**src/rtl/fetch_unit.sv**
```systemverilog
// Instruction fetch front end: single-cycle memory requests, DEPTH-entry buffer with
// empty-buffer bypass, redirect flush and halt-on-opcode.
module fetch_unit #(
   parameter logic [7:0]  RESET_PC = 8'h00,
   parameter int unsigned DEPTH    = 2,
   parameter logic [3:0]  HALT_OP  = 4'hF
) (
   input  logic        clk,
   input  logic        rst,
   output logic        imem_en,
   output logic [7:0]  imem_addr,
   input  logic [15:0] imem_rdata,
   input  logic        redirect,
   input  logic [7:0]  redirect_pc,
   output logic        out_valid,
   input  logic        out_ready,
   output logic [15:0] out_instr,
   output logic [7:0]  out_pc,
   output logic        halted
);
   localparam int AW = (DEPTH > 1) ? $clog2(DEPTH) : 1;
   localparam int CW = $clog2(DEPTH + 1);
   localparam logic [CW:0] DEPTH_W = (CW+1)'(DEPTH);

   logic [7:0]    fetch_pc_q, fetch_pc_d;
   logic [7:0]    rsp_pc_q, rsp_pc_d;
   logic          inflight_q, inflight_d;
   logic          halted_q, halted_d;
   logic [AW-1:0] head_q, head_d, tail_q, tail_d;
   logic [CW-1:0] count_q, count_d;
   logic [15:0]   buf_instr_q [DEPTH];
   logic [7:0]    buf_pc_q [DEPTH];

   logic          rsp_vld, buf_empty, pop, buf_pop, push, halt_hit, issue;
   logic [15:0]   head_instr;
   logic [7:0]    head_pc;
   logic [CW:0]   occ_after_pop;

   // A response arriving into an empty buffer is presented directly, giving one-cycle latency.
   always_comb begin
      rsp_vld    = inflight_q & ~halted_q;
      buf_empty  = (count_q == '0);
      head_instr = buf_empty ? imem_rdata : buf_instr_q[head_q];
      head_pc    = buf_empty ? rsp_pc_q : buf_pc_q[head_q];
      out_valid  = ~buf_empty | rsp_vld;
      out_instr  = out_valid ? head_instr : 16'h0000;
      out_pc     = out_valid ? head_pc : 8'h00;
      halted     = halted_q;

      pop      = out_valid & out_ready;
      buf_pop  = pop & ~buf_empty;
      push     = rsp_vld & ~(buf_empty & pop) & ~redirect;
      halt_hit = rsp_vld & ~redirect & (imem_rdata[15:12] == HALT_OP);

      occ_after_pop = {1'b0, count_q} + (CW+1)'(inflight_q) - (CW+1)'(pop);
      issue     = ~rst & ~halted_q & ~redirect & (occ_after_pop < DEPTH_W);
      imem_en   = issue;
      imem_addr = fetch_pc_q;
   end

   always_comb begin
      fetch_pc_d = fetch_pc_q;
      rsp_pc_d   = issue ? fetch_pc_q : rsp_pc_q;
      inflight_d = issue;
      halted_d   = halted_q | halt_hit;
      head_d     = head_q + AW'(buf_pop);
      tail_d     = tail_q + AW'(push);
      count_d    = count_q + CW'(push) - CW'(buf_pop);

      if (redirect) begin
         fetch_pc_d = redirect_pc;
         halted_d   = 1'b0;
         head_d     = '0;
         tail_d     = '0;
         count_d    = '0;
      end else if (halt_hit) begin
         // Park just past the halt so a later look at fetch state is meaningful.
         fetch_pc_d = rsp_pc_q + 8'd1;
      end else if (issue) begin
         fetch_pc_d = fetch_pc_q + 8'd1;
      end
   end

   always_ff @(posedge clk or posedge rst) begin
      if (rst) begin
         fetch_pc_q <= RESET_PC;
         rsp_pc_q   <= 8'h00;
         inflight_q <= 1'b0;
         halted_q   <= 1'b0;
         head_q     <= '0;
         tail_q     <= '0;
         count_q    <= '0;
      end else begin
         fetch_pc_q <= fetch_pc_d;
         rsp_pc_q   <= rsp_pc_d;
         inflight_q <= inflight_d;
         halted_q   <= halted_d;
         head_q     <= head_d;
         tail_q     <= tail_d;
         count_q    <= count_d;
      end
   end

   always_ff @(posedge clk) begin
      if (push) begin
         buf_instr_q[tail_q] <= imem_rdata;
         buf_pc_q[tail_q]    <= rsp_pc_q;
      end
   end
endmodule

```
**config.mk**
```make
export PLATFORM = sky130hd
export DESIGN_NAME = fetch_unit
export DESIGN_NICKNAME = d
export VERILOG_FILES = /design/src/rtl/fetch_unit.sv
export SDC_FILE = /design/constraint.sdc
export NUM_CORES = 1
export LEC_CHECK = 0
export BUFFER_PORTS_ARGS = -buffer_cell sky130_fd_sc_hd__buf_2
export CELL_PAD_IN_SITES_DETAIL_PLACEMENT = 1
export CELL_PAD_IN_SITES_GLOBAL_PLACEMENT = 1
export CORE_ASPECT_RATIO = 1.2
export CORE_UTILIZATION = 35
export DETAILED_ROUTE_END_ITERATION = 12
export PLACE_DENSITY = 0.66
export SLEW_MARGIN = 20
export SYNTH_ARGS = -nofsm -noshare
export SYNTH_HDL_FRONTEND = slang
export SYNTH_SLANG_ARGS = --single-unit
```
**constraint.sdc**
```tcl
create_clock -name clk -period 10.1 [get_ports clk]
set_input_delay 1.515 -clock clk [delete_from_list [all_inputs] [get_ports clk]]
set_output_delay 1.515 -clock clk [all_outputs]
set_load 0.05 [all_outputs]
```
# [Word-level counts from Yosys, hierarchy flattened]
# Memories as Yosys holds them, arrays and structs flattened.
# Cells that the tools add are included.
[classes] add_sub_neg=8 n_mul=0 div_mod_pow=0 magnitude_cmp=1 n_eq_ne=1 shift=0 n_mux=13 bitwise_logic=18 reduce_logical=2
[ops] op="$mux 8" count=5
[ops] op="$mux 16" count=2
[ops] op="$add 8x1->8 const B" count=2
[ops] op="$and 1x1->1" count=11
[ops] op="$mux 1" count=5
[ops] op="$not 1->1" count=5
[ops] op="$eq 4x4->1 const B" count=1
[ops] op="$add 2x1->3" count=1
[ops] op="$lt 3x2->1 const B" count=1
[ops] op="$reduce_bool 3->1" count=1
[ops] op="$sub 3x1->3" count=1
[ops] op="$add 1x1->1" count=2
[ops] op="$add 2x1->2" count=1
[ops] op="$logic_not 2->1" count=1
[ops] op="$mux 2" count=1
[ops] op="$or 1x1->1" count=2
[ops] op="$sub 2x1->2" count=1
[totals] reg_bits=22 latchBits=0 ram_bits=48 romBits=0 in_bits=28 out_inout_bits=35 wordCells=52 n_memories=2
[mem_list] memory="buf_instr_q" depth=2 width=16 rd=1 rd_ports_with_merged_regs=0 wr=1 line="31" source="logic [15:0] buf_instr_q [DEPTH];"
[mem_list] memory="buf_pc_q" depth=2 width=8 rd=1 rd_ports_with_merged_regs=0 wr=1 line="32" source="logic [7:0] buf_pc_q [DEPTH];"

# [Longest topological paths before layout]
[depth] ltp_word=11 depth_mapped=13 mapped_depth_nobuf=11

# [Worst setup path before layout]
# OpenSTA, ideal clock, no wires.
[synth_timing] kind="input -> output" from="in out_ready" to="out imem_en" arrival_time_ns=3.595 path_slack_ns=4.990 path_stages=9 path_buffers=2 cell_sequence="and2_1 > ha_1 > nand2b_1 > fa_1 > or4b_1 > buf_2 > or2_4 > inv_2 > buf_4"
[synth_between] elab_chain_len=4
[synth_rtl] item="start: declaration" line="16" source="input logic out_ready,"
[synth_rtl] item="$and 1x1->1" line="50" source="pop = out_valid & out_ready;"
[synth_rtl] item="$sub 3x1->3" line="55" source="occ_after_pop = {1'b0, count_q} + (CW+1)'(inflight_q) - (CW+1)'(pop);"
[synth_rtl] item="$lt 3x2->1" line="56" source="issue = ~rst & ~halted_q & ~redirect & (occ_after_pop < DEPTH_W);"
[synth_rtl] item="$and 1x1->1" line="56"
[synth_rtl] item="end: declaration" line="10" source="output logic imem_en,"
# Every way passes these cells.

# [Worst setup path after layout]
[layout_timing] from="reg count_q[1]" to="out imem_en"
[layout_between] elab_chain_len=7 word_cells_on_any_way=8
[layout_rtl] item="start: declaration" line="30" source="logic [CW-1:0] count_q, count_d;"
[layout_rtl] item="start signal: assignment" line="100" source="count_q <= count_d;"
[layout_rtl] item="$logic_not 2->1" line="42" source="buf_empty = (count_q == '0);"
[layout_rtl] item="$not 1->1" line="45" source="out_valid = ~buf_empty | rsp_vld;"
[layout_rtl] item="$or 1x1->1" line="45"
[layout_rtl] item="$and 1x1->1" line="50"
[layout_rtl] item="$sub 3x1->3 *" line="55"
[layout_rtl] item="$lt 3x2->1 *" line="56"
[layout_rtl] item="$and 1x1->1 *" line="56"
# Every way passes the cells marked *; elsewhere a longest branch is shown, timed or not.

==> impl_metrics.py <==
metrics = {
    "routing": {
        "vias_per_cell": 5.15,
        "dr.first_iter.drc_count": 100,
        "first_pass_iters": 4,
        "drcViolationCount": 0,
        "vias": 2446,
        "routed_wl_um": 8290,
        "wl_per_cell_um": 17.5,
        "ant_nets": 0,
    },
    "yosys": {
        "syn_nets": 320,
        "ys_async_sr_fraction_pct": 31.4,
        "synth_area_um2": 3300,
        "ys_ff_latch": 70,
        "synth-edff-count": 48,
        "syn_area_per_cell_um2": 11.6,
        "yosysWarnings": 0,
        "synth_cells": 285,
        "synthFlopType": "edfxtp_1",
        "synthDistinctLibCells": 46,
        "yosysSeqAreaShare_pct": 60.4,
    },
    "timing": {
        "slew_headroom_pct": 30.7,
        "fin_crit_sh_pct": 58.0,
        "max_freq_mhz": 171,
        "rsz0062_at_grt": "false",
        "tightest_slew_ns": 1.04,
        "final_max_slew_viol_count": 0,
        "fin_crit_ns": 5.86,
        "finalHoldViolCount": 0,
        "finalSetupTns_ns": 0,
        "finalSetupViolCount": 0,
        "finalClockSkew_ns": 0.00933,
        "holdWs_ns": 0.559,
    },
    "cts": {
        "cts_root_buf": "clkbuf_8",
        "cts_buffers": 9,
        "cts_tree": "yes",
        "cts_setup_buffers": 0,
        "ctsResizeCount": 0,
        "clock_latency_ns": 0.35,
        "cts.sinks": 70,
        "clock_path_buffers": 2,
        "clkTransAtPathRegs_ns": 0.07,
        "ctsHtreeMaxLevel": 3,
        "ctsHoldBuffers": 0,
    },
    "setup_path": {
        "ff2ff_setup_slack_ns": 5.96,
        "worstPathCellList": "nor2_2, nand2_1, and2_1, ha_1, nand2b_1, fa_1, or4b_1, or2_4, inv_2, buf_2",
        "cp.required_ns": 8.59,
        "r2r-end": "imem_addr[2]$_DFFE_PP0P_",
        "cp_max_fo": 28,
        "crit_slowest_cell": "nor2_2",
        "critPathCaptureType": "output port",
        "cp.arrival_ns": 4.35,
        "startpoint_type": "flip-flop",
        "reg2reg_from": "count_q[1]$_DFF_PP0_",
        "critPathMaxStageDelay_ns": 0.82,
        "r2r.worst_path.cells": 10,
        "crit_type": "reg2out",
    },
    "floorplanning": {
        "die_h_um": 108,
        "die_w_um": 90.6,
        "rows": 38,
        "core-area_um2": 9080,
        "dieArea_um2": 9820,
        "start_util_pct": 36.3,
        "pin_count": 63,
    },
    "placement": {
        "placed_cell_area_um2": 3740,
        "routabilityCongestion": 0.843,
        "port_buffers": 62,
        "place.detailed.hpwl_um": 5660,
    },
    "power": {
        "p_leak_uw": 0.00160,
        "p_per_area_nw_per_um2": 274,
        "vdd_ir_drop_max_v": 0.0000976,
    },
    "grt": {
        "grt_pass1_vias": 2566,
        "grt_pass1_wl_um": 13400,
        "overflow": 0,
        "antenna_found_initial": 0,
        "grt_start_max_net_pins": 29,
        "track_usage_pct": 18.0,
    },
    "final_layout": {
        "diodes": 0,
        "nNetsFinal": 385,
        "drive_above_1_share_pct": 25.1,
        "fillerInstances": 1033,
        "stdcell_area_um2": 3990,
        "area_delta_synth_final_pct": 20.9,
    },
    "min_path": {
        "hold_path_end": "head_q$_DFF_PP0_",
        "hold_path.class": "reg2reg",
        "hold_depth": 2,
        "hold_start": "head_q$_DFF_PP0_",
    },
    "flow_run": {
        "drv_cap": 0,
    },
    "outcome": {
        "status": "complete, no violations",
    },
}
==> layout make-up <==
cell class / instances / area [µm²] / share of cell area, %
Multi-Input combinational cell: 192 / 1220 / 30.6
Inverter: 11 / 41.3 / 1.04
Sequential cell: 70 / 1990 / 50.0
Timing Repair Buffer: 66 / 340 / 8.53
Clock inverter: 7 / 120 / 3.01
Clock buffer: 9 / 124 / 3.11
Tap cell: 120 / 150 / 3.77
==> metrics by stage <==
step / worst slack, ns / power (µW) / util (%) / cells
4_1_cts: 4.15 / 1100 / 43.9 / 475
2_1_floorplan: 4.99 / 708 / - / 285
5_1_grt: 3.89 / 1150 / 43.9 / 475
6_report: 4.24 / 1090 / 43.9 / 475
3_3_place_gp: 4.52 / 813 / 41.2 / 459
3_5_place_dp: 4.47 / 821 / 41.2 / 459
==> cells by family after synthesis <==
| family | after synthesis | synth area share [%] |
|---|---|---|
| DFF | 70 | 60.4 |
| adders and majority gates | 7 | 2.88 |
| xor gates and xnor gates | 9 | 2.39 |
| and+or+nand+nor | 99 | 14.1 |
| buffers and inverters | 23 | 2.88 |
| AOI/OAI and AO/OA | 51 | 9.44 |
| muxes | 26 | 7.96 |
==> report_power, final <==
part	switching [µW]	internal, µW	total [µW]	leakage (µW)
Clock	114	165	279	0.000120
Sequential	47.3	349	396	0.000710
Combinational	308	108	416	0.000773
Total	469	622	1090	0.00160
==> cells in the mapped netlist (all sizes together) (2+ instances only) <==
master | instances | share of area (%)
a211oi | 3 | 0.68
a21oi | 5 | 0.76
a22o | 2 | 0.53
and3 | 3 | 0.57
buf | 5 | 0.83
clkbuf | 7 | 0.80
dfrtp | 22 | 17
edfxtp | 48 | 44
ha | 6 | 2.3
inv | 11 | 1.3
mux2 | 2 | 0.68
mux2i | 24 | 7.3
nand2 | 50 | 5.7
nand2b | 3 | 0.57
nand3 | 10 | 1.5
nand4 | 2 | 0.38
nor2 | 11 | 1.3
nor2b | 4 | 0.76
nor3 | 3 | 0.45
nor4 | 3 | 0.57
o21ai | 30 | 4.6
or3 | 3 | 0.57
xnor2 | 5 | 1.3
xor2 | 4 | 1.1
==> worst max path at each step <==
stage / endpoint / slack (ns) / cells past startpoint / startpoint
6_report: imem_en / 4.24 / 10 / count_q[1]$_DFF_PP0_
5_1_grt: imem_en / 3.89 / 10 / count_q[1]$_DFF_PP0_
4_1_cts: imem_en / 4.15 / 10 / count_q[1]$_DFF_PP0_
3_5_place_dp: imem_en / 4.47 / 9 / out_ready
3_3_place_gp: imem_en / 4.52 / 9 / out_ready
2_1_floorplan: imem_en / 4.99 / 9 / out_ready
==> routing by layer <==
layer / global-route usage [%] / share of wire, % / up-vias
li1: - / - / 1161
met1: 22.0 / 44 / 1215
met2: 31.0 / 51 / 58
met3: 4.01 / 3.5 / 12
met4: 7.14 / 1.6 / 0
met5: 0 / 0 / -
==> state kept, by name (all words and copies together), names as in the netlist <==
name         flops
halted           1
rsp_pc_q         8
buf_instr_q     32
head_q           1
buf_pc_q        16
tail_q           1
imem_addr        8
inflight_q       1
count_q          2
==> critical path: cells and delay by family (launching register included) <==
| family | cells | cell delay (ns) |
|---|---|---|
| adder cells (fa/ha/maj) | 2 | 0.74 |
| AND/OR/NAND/NOR | 6 | 2.29 |
| flip-flops | 1 | 0.47 |
| buffers and inverters | 2 | 0.49 |
==> cell usage in the layout, fill, tap and decap left out, drive strengths merged, types with 4 or more instances in the layout <==
| master | instances |
|---|---|
| a21oi | 5 |
| buf | 66 |
| mux2i | 24 |
| edfxtp | 48 |
| nor2b | 4 |
| nand2 | 50 |
| dfrtp | 22 |
| xor2 | 4 |
| o21ai | 30 |
| xnor2 | 5 |
| inv | 13 |
| nand3 | 10 |
| ha | 6 |
| clkbuf | 9 |
| nor2 | 11 |
Power figures use the tool's default switching activity.
